[src/rtl/wb_mem_checker_pkg.sv]
// Shared constants for the Wishbone memory checker: FSM states, LFSR taps,
// Wishbone cycle-type / burst-type codes and the LFSR step helpers.
package wb_mem_checker_pkg;

    // FSM state encoding
    localparam logic [1:0] S_IDLE  = 2'd0;
    localparam logic [1:0] S_WRITE = 2'd1;
    localparam logic [1:0] S_READ  = 2'd2;
    localparam logic [1:0] S_DONE  = 2'd3;

    // Galois LFSR feedback mask
    localparam logic [31:0] LFSR_TAPS = 32'h8020_0003;

    // Wishbone registered-feedback codes
    localparam logic [2:0] CTI_CLASSIC = 3'b000;
    localparam logic [2:0] CTI_INCR    = 3'b010;
    localparam logic [2:0] CTI_EOB     = 3'b111;
    localparam logic [1:0] BTE_LINEAR  = 2'b00;

    // One Galois step: shift right, fold the taps in when the bit shifted out is 1
    function automatic logic [31:0] lfsr_step(input logic [31:0] s);
        return s[0] ? ((s >> 1) ^ LFSR_TAPS) : (s >> 1);
    endfunction

    // An all-zero seed would lock the LFSR, so it is replaced by 1
    function automatic logic [31:0] seed_fix(input logic [31:0] s);
        return (s == 32'h0) ? 32'h1 : s;
    endfunction

endpackage

[src/rtl/wb_mem_checker_lfsr.sv]
// 32-bit Galois LFSR used as the test-pattern generator.
// o_next_c exposes the value the register takes at the next edge so that
// the caller can register it alongside the LFSR without a cycle of lag.
module wb_lfsr32
    import wb_mem_checker_pkg::*;
(
    input  logic        i_clk,
    input  logic        i_rst_n,
    input  logic        i_load,
    input  logic        i_step,
    input  logic [31:0] i_seed,
    output logic [31:0] o_state,
    output logic [31:0] o_next_c
);

    logic [31:0] r_state;
    logic [31:0] w_next;

    // Next value: load has priority over step
    always_comb begin
        w_next = r_state;
        if (i_load) begin
            w_next = i_seed;
        end else if (i_step) begin
            w_next = lfsr_step(r_state);
        end
    end

    // LFSR register
    always_ff @(posedge i_clk) begin
        if (!i_rst_n) begin
            r_state <= 32'h0;
        end else begin
            r_state <= w_next;
        end
    end

    assign o_state  = r_state;
    assign o_next_c = w_next;

endmodule

[config.mk]
export PLATFORM = sky130hd
export DESIGN_NAME = wb_lfsr32
export DESIGN_NICKNAME = d
export VERILOG_FILES = /design/src/rtl/wb_mem_checker_pkg.sv /design/src/rtl/wb_mem_checker_lfsr.sv
export SDC_FILE = /design/constraint.sdc
export NUM_CORES = 1
export LEC_CHECK = 0
export ABC_CLOCK_PERIOD_IN_PS = 1300
export CORE_ASPECT_RATIO = 1.1
export CORE_MARGIN = 2
export CORE_UTILIZATION = 38
export DETAILED_ROUTE_END_ITERATION = 10
export GPL_TIMING_DRIVEN = 0
export PLACE_DENSITY = 0.82
export SYNTH_ARGS = -nofsm -noshare
export SYNTH_HDL_FRONTEND = slang
export SYNTH_SLANG_ARGS = --single-unit
[constraint.sdc]
create_clock -name i_clk -period 1.3 [get_ports i_clk]
set_input_delay 0.13 -clock i_clk [delete_from_list [all_inputs] [get_ports i_clk]]
set_output_delay 0.13 -clock i_clk [all_outputs]
set_load 0.005 [all_outputs]
==> impl_metrics.toml <==
[grt]
first_global_vias = 1749
grt_antenna_before_repair = 0
grt_pass1_wl_um = 8490
overflow = 0
grtUsageTotal = 0.207
grt_start_max_net_pins = 12

[synthesis]
syn_area_mm2 = 0.00177
ys_warn_count = 0
ys_ff_latch = 32
syn_inst = 185
yosysUniqueCellTypes = 20
avgSynthCellArea_um2 = 9.58
synthesis.nets = 221
ys_seq_area_frac = 0.362

[placement]
dp.cells = 339
place.gp.congestion = 0.760
io_buffers = 98
dpl.hpwl_um = 3850
dpl_cell_area_mm2 = 0.00282

[timing]
finalMaxSlewViolations = 0
period_needed_ns = 1.47
fin_skew_ns = 0.00472
setup_tns_ns = -0.371
period_share = 1.13
worstMarginPinSlew_ns = 0.538
setup_viol = 4
max-slew-margin-rel = 0.641
rsz0062_at_grt = "yes"
hold_viol = 0
fmax_ghz = 0.683
setup_slack_ns = -0.165

[critical_path]
cp-end-kind = "output pin"
crit_fanout = 4
critPathArrivalTime_ns = 1.34
timing.reg2reg.setup_slack_ns = 0.03
cp_cell_sequence = "buf_6 -> xor2_4 -> a221o_1 -> buf_2"
cp-start-kind = "flip-flop"
worstPathRequired_ns = 1.17
critPathKind = "reg2out"
crit_slowest_cell = "dfxtp_4"
cpPeakStageDelay_ns = 0.36

[cells_and_area]
syn2layout_area_growth_pct = 81.9
largest_register_ffs = 32
multiInputGateArea_mm2 = 0.00111
stdcell_count = 365
final_nets = 344
nFillCells = 355
final_area_mm2 = 0.00322
antenna_cells = 0
register_area_um2 = 694
final_common_cell = "clkdlybuf4s50_1"
layout_common_cells = "clkdlybuf4s50_1 (44), a211oi_1 (28), a21oi_1 (27)"
drive_above_1_share = 0.372

[floorplanning]
die_w_um = 69.1
initial_core_util = 0.389
core_mm2 = 0.00455
die_area_mm2 = 0.00523
die_h_um = 75.6
io_pins = 100
rows = 26

[power_and_ir_drop]
internal-power_uw = 2180
irDropWorstVdd_mv = 0.652
total_power_uw = 3030
p_sw_uw = 845
p_clk_frac = 0.322
swShare = 0.279
combPwrFrac = 0.299
power_frac_seq = 0.379
powerDensity_mw_per_mm2 = 939
leakagePower_uw = 0.00151

[clock_tree]
cts_buffer_depth = 2
clock_latency_ns = 0.30
cts.sinks = 32
cts_tree = "yes"
path_clk_slew_ns = 0.07
cts_buffers = 5
htree_levels = 2
cts-root-buf = "clkbuf_8"
cts_hold_buffers = 0

[routing]
drc_errors = 0
drtPass1Iterations = 4
ant_nets = 0
drt_iter0_markers = 102
avgViaCountPerCell = 5.29
vias = 1930
wl_um = 5990
wl_per_cell_um = 16.4

[outcome]
outcome = "finished, violations left"
violations = "negative setup slack"

[job]
cap_violations = 0

[min_path]
min_path_type = "in2reg"
==> cells by family after synthesis <==
group	Yosys count	share of synthesized area
mux	29	0.164
compound gates	63	0.234
xor+xnor	2	0.00989
buf+inv	19	0.0805
simple gates	40	0.150
flops	32	0.362
==> stage by stage <==
stage / setup WS (ns) / hold WS [ns] / utilization
after floorplan: 0.333 / 0.269 / -
after global placement: -0.677 / 0.578 / 0.620
after detailed placement: -0.678 / 0.592 / 0.620
after CTS: -0.172 / 0.299 / 0.664
after global routing: -0.188 / 0.348 / 0.708
final: -0.165 / 0.321 / 0.708
==> layer usage <==
layer | up-vias | track usage | wire [um]
li1 | 931 | - | -
met1 | 922 | 0.244 | 2370
met2 | 68 | 0.366 | 3190
met3 | 9 | 0.0529 | 325
met4 | 0 | 0.0850 | 100
met5 | - | 0 | 0
==> area by class of cell <==
| type | count | area share |
|---|---|---|
| multi-input combinational | 134 | 0.345 |
| timing repair buffer | 116 | 0.332 |
| sequential | 32 | 0.215 |
| buffer | 17 | 0.0493 |
| tap | 56 | 0.0217 |
| clock buffer | 5 | 0.0214 |
| clock inverter | 3 | 0.0132 |
| inverter | 2 | 0.00233 |
==> power groups by stage <==
stage	Clock (uW)	Sequential (uW)	Combinational, uW
finish	975	1150	906
detailed placement	0	1140	846
global route	1020	1160	975
CTS	986	1130	825
global placement	0	1140	838
floorplan	0	1140	344
==> Yosys cell counts <==
cell	number	area, um2
dfxtp_1	32	641
nor2b_1	31	194
a211oi_1	29	218
a21oi_1	29	145
mux2i_1	29	290
buf_2	6	30.0
clkbuf_1	6	22.5
a221o_1	4	40.0
buf_12	3	60.1
and2_1	2	12.5
and4bb_1	2	25.0
buf_6	2	22.5
inv_1	2	7.51
xor2_1	2	17.5
a211oi_2	1	12.5
and3b_1	1	8.76
and4b_1	1	10.0
nor2_1	1	3.75
nor3_1	1	5.00
nor4_1	1	6.26
==> worst max-delay path, delay by kind of cell (launching register included) <==
family,cells,cell delay (ns)
flip-flops,1,0.36
AO/OA/AOI/OAI,1,0.28
buffers and inverters,2,0.25
XOR/XNOR,1,0.15
==> final timing paths <==
path | from | endpoint | cells past startpoint
worst min-delay path | i_step | o_state[1] | 3
worst max register to register | o_state[0] | o_state[1] | 5
worst max-delay path | o_state[0] | o_next_c[1] | 4
worst min register to register | o_state[12] | o_state[12] | 2
==> what timing repair did <==
| action | 4_1_cts | 5_1_grt |
|---|---|---|
| endpoints found under the setup margin | 55 | 45 |
| pin swaps | 4 | 16 |
| buffers inserted | 8 | 10 |
| gates resized for setup | 93 | 91 |
(Power assumes the default switching activity.)
